## config.mk

```make
export PLATFORM = sky130hd
export DESIGN_NAME = sram_arbiter
export DESIGN_NICKNAME = d
export VERILOG_FILES = /design/src/rtl/sram_arbiter.sv
export SDC_FILE = /design/constraint.sdc
export NUM_CORES = 1
export LEC_CHECK = 0
export BUFFER_PORTS_ARGS = -buffer_cell sky130_fd_sc_hd__buf_2
export CAP_MARGIN = 5
export CORE_MARGIN = 2
export CORE_UTILIZATION = 40
export CTS_CLUSTER_SIZE = 28
export DETAILED_ROUTE_END_ITERATION = 8
export PLACE_DENSITY = 0.84
export SLEW_MARGIN = 20
export SYNTH_ARGS = -nofsm -noshare
export SYNTH_HDL_FRONTEND = slang
export SYNTH_SLANG_ARGS = --single-unit
```

## constraint.sdc

```tcl
create_clock -name clock_50 -period 1.3 [get_ports clock_50]
set_input_delay 0.13 -clock clock_50 [delete_from_list [all_inputs] [get_ports clock_50]]
set_output_delay 0.13 -clock clock_50 [all_outputs]
set_load 0.01 [all_outputs]
```

## src/rtl/sram_arbiter.sv

```systemverilog
// Arbiter for the shared external 8-bit SRAM: serialises AVR (2), SCS (1) and CTS (0) accesses.
// Define SRAM_ARB_ROUND_ROBIN_EN for rotating priority; default build is fixed priority 2 > 1 > 0.
module sram_arbiter #(
    parameter int unsigned ADDR_W       = 16,
    parameter int unsigned DATA_W       = 8,
    parameter int unsigned ACCESS_TICKS = 4
) (
    input  logic                  clock_50,
    input  logic                  reset_n,
    input  logic [2:0]            req,
    input  logic [2:0]            req_rw,
    input  logic [3*ADDR_W-1:0]   req_addr,
    input  logic [3*DATA_W-1:0]   req_wdata,
    output logic [2:0]            ack,
    output logic [DATA_W-1:0]     rdata,
    output logic                  busy,
    output logic [1:0]            grant_id,
    output logic [ADDR_W-1:0]     sram_addrbus,
    output logic [DATA_W-1:0]     sram_dq_out,
    output logic                  sram_dq_oe,
    input  logic [DATA_W-1:0]     sram_dq_in,
    output logic                  sram_we_n,
    output logic                  sram_oe_n
);

    localparam int unsigned CNT_W      = (ACCESS_TICKS > 1) ? $clog2(ACCESS_TICKS) : 1;
    localparam logic [1:0]  GRANT_NONE = 2'b11;

    typedef enum logic [1:0] {
        ST_IDLE   = 2'd0,
        ST_ACCESS = 2'd1,
        ST_DONE   = 2'd2
    } state_e;

    state_e              state_q;
    logic [CNT_W-1:0]    cnt_q;
    logic                rw_q;
    logic [2:0]          ack_q;
    logic [DATA_W-1:0]   rdata_q;
    logic                busy_q;
    logic [1:0]          grant_q;
    logic [ADDR_W-1:0]   addr_q;
    logic [DATA_W-1:0]   dq_out_q;
    logic                dq_oe_q;
    logic                we_n_q;
    logic                oe_n_q;

    logic [1:0]          win_c;
    logic                sel_rw_c;
    logic [ADDR_W-1:0]   sel_addr_c;
    logic [DATA_W-1:0]   sel_wdata_c;

`ifdef SRAM_ARB_ROUND_ROBIN_EN
    logic [1:0]          last_q;

    // Search order starts just below the last winner, wrapping 0 -> 2 -> 1 -> 0.
    always_comb begin
        win_c = 2'd0;
        case (last_q)
            2'd2:    win_c = req[1] ? 2'd1 : (req[0] ? 2'd0 : 2'd2);
            2'd1:    win_c = req[0] ? 2'd0 : (req[2] ? 2'd2 : 2'd1);
            default: win_c = req[2] ? 2'd2 : (req[1] ? 2'd1 : 2'd0);
        endcase
    end
`else
    // Fixed priority: AVR over SCS over CTS.
    always_comb begin
        win_c = 2'd0;
        if (req[2]) begin
            win_c = 2'd2;
        end else if (req[1]) begin
            win_c = 2'd1;
        end
    end
`endif

    // Route the winning port's transfer fields.
    always_comb begin
        sel_rw_c    = req_rw[0];
        sel_addr_c  = req_addr[0 +: ADDR_W];
        sel_wdata_c = req_wdata[0 +: DATA_W];
        case (win_c)
            2'd2: begin
                sel_rw_c    = req_rw[2];
                sel_addr_c  = req_addr[2*ADDR_W +: ADDR_W];
                sel_wdata_c = req_wdata[2*DATA_W +: DATA_W];
            end
            2'd1: begin
                sel_rw_c    = req_rw[1];
                sel_addr_c  = req_addr[ADDR_W +: ADDR_W];
                sel_wdata_c = req_wdata[DATA_W +: DATA_W];
            end
            default: ;
        endcase
    end

    always_ff @(posedge clock_50 or negedge reset_n) begin
        if (!reset_n) begin
            state_q  <= ST_IDLE;
            cnt_q    <= '0;
            rw_q     <= 1'b0;
            ack_q    <= '0;
            rdata_q  <= '0;
            busy_q   <= 1'b0;
            grant_q  <= GRANT_NONE;
            addr_q   <= '0;
            dq_out_q <= '0;
            dq_oe_q  <= 1'b0;
            we_n_q   <= 1'b1;
            oe_n_q   <= 1'b1;
`ifdef SRAM_ARB_ROUND_ROBIN_EN
            last_q   <= 2'd0;
`endif
        end else begin
            ack_q <= '0;
            case (state_q)
                ST_IDLE: begin
                    if (|req) begin
                        state_q <= ST_ACCESS;
                        busy_q  <= 1'b1;
                        grant_q <= win_c;
                        addr_q  <= sel_addr_c;
                        rw_q    <= sel_rw_c;
                        cnt_q   <= CNT_W'(ACCESS_TICKS - 1);
`ifdef SRAM_ARB_ROUND_ROBIN_EN
                        last_q  <= win_c;
`endif
                        if (sel_rw_c) begin
                            oe_n_q  <= 1'b0;
                            we_n_q  <= 1'b1;
                            dq_oe_q <= 1'b0;
                        end else begin
                            we_n_q   <= 1'b0;
                            oe_n_q   <= 1'b1;
                            dq_oe_q  <= 1'b1;
                            dq_out_q <= sel_wdata_c;
                        end
                    end
                end
                ST_ACCESS: begin
                    if (cnt_q == '0) begin
                        if (rw_q) begin
                            rdata_q <= sram_dq_in;
                        end
                        we_n_q  <= 1'b1;
                        oe_n_q  <= 1'b1;
                        ack_q   <= 3'b001 << grant_q;
                        state_q <= ST_DONE;
                    end else begin
                        cnt_q <= cnt_q - CNT_W'(1);
                    end
                end
                ST_DONE: begin
                    // Write data is held one cycle past the we_n rise.
                    dq_oe_q <= 1'b0;
                    busy_q  <= 1'b0;
                    grant_q <= GRANT_NONE;
                    state_q <= ST_IDLE;
                end
                default: state_q <= ST_IDLE;
            endcase
        end
    end

    assign ack          = ack_q;
    assign rdata        = rdata_q;
    assign busy         = busy_q;
    assign grant_id     = grant_q;
    assign sram_addrbus = addr_q;
    assign sram_dq_out  = dq_out_q;
    assign sram_dq_oe   = dq_oe_q;
    assign sram_we_n    = we_n_q;
    assign sram_oe_n    = oe_n_q;

endmodule

```

Word-level counts from Yosys, hierarchy flattened

Cells that the tools add are included.

Flip-flop bits (word level): 46
Input bits: 88
Output and inout port bits: 41

Add/sub/neg operators: 1
Equality and inequality tests: 7
Shifts and indexed selects: 1
Mux-type cells: 25
Bitwise gates (word level): 1
Reductions and logical operators: 12

Operators by type and width:

| cell                                                                   | number |
|---|---|
| 16-bit case mux with 2 select lines                                    | 1 |
| 8-bit case mux with 2 select lines                                     | 1 |
| 2-bit 2-to-1 mux                                                       | 6 |
| 2-bit case mux with 2 select lines                                     | 3 |
| 3-bit AND reduction                                                    | 4 |
| 1-bit case mux with 2 select lines                                     | 5 |
| 1-bit 2-to-1 mux                                                       | 7 |
| 3-bit 2-to-1 mux                                                       | 2 |
| 2-bit != test (second input constant)                                  | 3 |
| 2-bit AND reduction                                                    | 3 |
| 2-bit by 1-bit equality test with 1-bit output (second input constant) | 2 |
| 2-bit equality test (second input constant)                            | 2 |
| 2-bit zero test                                                        | 2 |
| 2-bit nonzero test                                                     | 2 |
| 3-bit OR reduction                                                     | 1 |
| 1-bit by 2-bit left shift with 3-bit output (first input constant)     | 1 |
| 2-bit by 1-bit subtractor with 2-bit output (second input constant)    | 1 |
| 1-bit inverter                                                         | 1 |

Logic depth before layout (Yosys ltp)

Depth after elaboration: 7
Gate-level depth with buffers: 7

Least setup slack after synthesis

OpenSTA, ideal clock, no wires.

Kind: register to register
Start: register cnt_q[0]
End: register rdata_q[0], in the netlist rdata[0]
Setup time: 0.125 ns
Arrival: 1.346 ns
Setup slack: -0.171 ns
Cell stages (with the launch flop): 7
Path through: dfrtp_1 > inv_1 > ha_1 > nand3b_1 > inv_1 > nand2_1 > mux2_2

Longest elaborated chain between the ends: 2

RTL lines:

| element                       | RTL line | RTL |
|---|---|---|
| start: declaration            | 36       | `logic [CNT_W-1:0] cnt_q;` |
| start signal: assignment      | 124      | `cnt_q <= CNT_W'(ACCESS_TICKS - 1);` |
| start signal: assignment      | 150      | `cnt_q <= cnt_q - CNT_W'(1);` |
| 2-bit zero test               | 141      | `if (cnt_q == '0) begin` |
| 3-bit AND reduction (no line) | -        |  |
| end signal: assignment        | 143      | `rdata_q <= sram_dq_in;` |
| end: declaration              | 39       | `logic [DATA_W-1:0] rdata_q;` |

Every way passes these cells.
A chain may end at the register's enable or synchronous reset.

Final worst setup path

Start: register cnt_q[0]
End: register rdata_q[7], in the netlist rdata[7]

Same word-level chain as after synthesis.

==> flow_metrics.env <==
export IMPL_hold_viol=0
export IMPL_finalCritPeriodShare=1.05
export IMPL_pre_cts_slack_ns=-0.144
export IMPL_fin_area_sq_mm=0.00338
export IMPL_nets=452
export IMPL_overflow=0
export IMPL_drive_gt1_frac=0.565
export IMPL_finalSetupViolations=34
export IMPL_grtUsageMet2=0.302
export IMPL_drt_iter0_drc=47
export IMPL_rr_worst_depth=6
export IMPL_placed_cell_area_sq_mm=0.00309
export IMPL_fmax_mhz=730
export IMPL_r2r_setup_slack_ns=-0.07
export IMPL_grt_max_degree=47
export IMPL_grt_pass1_vias=1848
export IMPL_viasPerCell=4.74
export IMPL_clk_latency_ns=0.29
export IMPL_cap_violations=0
export IMPL_path_clk_slew_ns=0.09
export IMPL_p_total_uw=6850
export IMPL_fp_dieW_um=79.3
export IMPL_die_area_sq_mm=0.00629
export IMPL_vias=2061
export IMPL_dp_hpwl_um=4010
export IMPL_synthesis_nets=307
export IMPL_violations="setup timing"
export IMPL_crit_type="register to register"
export IMPL_cts_htree_levels=2
export IMPL_setup_worst_path_start_class="register"
export IMPL_r2r_start="cnt_q[0]$_DFFE_PN0P_"
export IMPL_min_to="rdata[4]$_DFFE_PN0P_"
export IMPL_cp_required_ns=1.47
export IMPL_start_util=0.412
export IMPL_synth_seq_area_share=0.510
export IMPL_critPathMaxFanout=8
export IMPL_cts_root_buf="clkbuf_8"
export IMPL_worstPathArrival_ns=1.54
export IMPL_rsz0062_at_grt="yes"
export IMPL_fin_util=0.615
export IMPL_syn_area_per_cell_sq_um=10.4
export IMPL_reg2reg_to="rdata[7]$_DFFE_PN0P_"
export IMPL_ios=129
export IMPL_grtUsageTotal=0.162
export IMPL_yosys_warnings=0
export IMPL_ys_types=30
export IMPL_cts_sinks=46
export IMPL_p_leak_uw=0.00182
export IMPL_grtUsageMet1=0.186
export IMPL_drtPass1Iterations=4
export IMPL_core_sq_mm=0.00551
export IMPL_antenna_found_initial=0
export IMPL_wl_um=5480
export IMPL_clock_skew_ns=0.0118
export IMPL_tritoncts="built"
export IMPL_maxSlewViolCount=0
export IMPL_synth_seq_cells=46
export IMPL_die_h_um=79.3
export IMPL_cts_buffers_inserted=5
export IMPL_ir_drop_mv=0.787
export IMPL_antenna_cells=0
export IMPL_drc_errors=0
export IMPL_netlist_instances=218
export IMPL_core_rowCount=27
export IMPL_setup_slack_ns=-0.0703
export IMPL_hp_class="input pin to register"
export IMPL_io_buffers=128
export IMPL_layout_cells_most_common="buf_2"
export IMPL_power_density_mw_per_mm2=2020
export IMPL_fillers=460
export IMPL_hp_start="sram_dq_in[4]"
export IMPL_ant_nets=0
export IMPL_avgRoutedWirePerCell_um=12.6
export IMPL_grt_util_met3=0.0420
export IMPL_grt_pass1_wl_um=7980
export IMPL_slew_headroom=0.780
export IMPL_tightest_slew_ns=0.331
export IMPL_mostFrequentLayoutCells="buf_2, dfrtp_1, mux2i_1"
export IMPL_gp_congestion=0.766
export IMPL_min_path_cells=2
export IMPL_top_usage_layer="met2"
export IMPL_netlist_area_sq_mm=0.00227
export IMPL_finalCriticalPeriod_ns=1.37
export IMPL_status="finished with violations"
export IMPL_endpoint_kind="register"
export IMPL_clockBufferDepth=2
export IMPL_synthToLayoutAreaGrowth_pct=49.3
==> cell usage after synthesis <==
master	instances	area [sq um]
a21oi_1	18	90.1
a22oi_1	1	7.51
buf_1	1	3.75
buf_2	5	25.0
buf_4	1	7.51
buf_6	1	11.3
clkbuf_1	5	18.8
dfrtp_1	42	1050
dfstp_2	4	105
ha_1	1	12.5
inv_1	5	18.8
mux2_2	8	90.1
mux2_4	9	135
mux2i_1	24	240
mux2i_4	1	22.5
nand2_1	33	124
nand2_4	1	11.3
nand3_1	1	5.00
nand3b_1	1	7.51
nor2_1	17	63.8
nor3_1	5	25.0
nor3_2	1	10.0
nor3b_1	2	15.0
o211ai_1	1	7.51
o21a_1	1	7.51
o21ai_0	24	120
o21ai_1	2	10.0
o22a_1	1	8.76
or2_2	1	6.26
or3_1	1	6.26
==> registers in the layout (all words and copies together) (netlist names), 2 cells and up <==
| register | flops |
|---|---|
| grant_id | 2 |
| sram_dq_out | 8 |
| state_q | 2 |
| rdata | 8 |
| ack | 3 |
| cnt_q | 2 |
| sram_addrbus | 16 |
==> metrics by stage <==
stage	TNS [ns]	instances	hold WS, ns
floorplan	-0.426	218	-0.166
global placement	-1.26	420	0.127
detailed placement	-3.15	420	0.130
CTS	-0.828	431	0.0631
global route	-3.04	435	0.0535
finish	-1.30	435	0.0714
==> final cells by class <==
| type | count | area (sq um) | share of cell area |
|---|---|---|---|
| repair buffers | 151 | 887 | 0.262 |
| well taps | 72 | 90.1 | 0.0266 |
| multi-input cells | 154 | 1120 | 0.330 |
| clock inverters | 1 | 30.0 | 0.00887 |
| flip-flops and latches | 46 | 1160 | 0.342 |
| inverters | 5 | 18.8 | 0.00555 |
| clock buffers | 6 | 82.6 | 0.0244 |
==> worst max-delay path by stage <==
stage | start | to | slack, ns | depth (start not counted)
2_1_floorplan | cnt_q[0]$_DFFE_PN0P_ | rdata[1]$_DFFE_PN0P_ | -0.03 | 6
3_3_place_gp | req[2] | sram_dq_out[5]$_DFFE_PN0P_ | -0.06 | 5
3_5_place_dp | req[2] | sram_dq_out[4]$_DFFE_PN0P_ | -0.14 | 5
4_1_cts | cnt_q[0]$_DFFE_PN0P_ | rdata[7]$_DFFE_PN0P_ | -0.08 | 6
5_1_grt | cnt_q[0]$_DFFE_PN0P_ | rdata[1]$_DFFE_PN0P_ | -0.14 | 6
6_report | cnt_q[0]$_DFFE_PN0P_ | rdata[7]$_DFFE_PN0P_ | -0.07 | 6
==> worst max-delay path, cell delays in order (launching register included) <==
cell and delay [ns]:
dfrtp_1 0.36, inv_1 0.05, ha_2 0.18, nand3b_1 0.12, inv_2 0.06, nand2_4 0.12, mux2_2 0.36
==> logic make-up (layout without fill, tap and decap cells) <==
| family | after synthesis | count (layout) | share of synthesized area |
|---|---|---|---|
| flops | 46 | 46 | 0.510 |
| simple gates | 63 | 63 | 0.121 |
| mux | 42 | 42 | 0.215 |
| buf+inv | 18 | 163 | 0.0375 |
| compound gates | 48 | 48 | 0.111 |
| fa+ha+maj | 1 | 1 | 0.00552 |
==> what timing repair did <==
action                                  4_1_cts  5_1_grt
pin swaps                                     1       11
buffers inserted                              3        1
endpoints found under the setup margin       32       36
gates resized for setup                       1       34
cloned                                        0        4
endpoints found under the hold margin        42        0
hold buffers                                  1        0
==> power by group <==
part           total (uW)  switching (uW)  leakage (uW)  internal [uW]
sequential           2580             434      0.000553           2140
clock                1060             446     0.0000573            615
combinational        3210            1490       0.00121           1720
==> per-layer routing <==
layer / wire (um) / up-vias
met4: 15 / 0
li1: - / 1041
met5: 0 / -
met3: 318 / 2
met2: 2870 / 76
met1: 2270 / 942
Power figures use the tool's default switching activity.
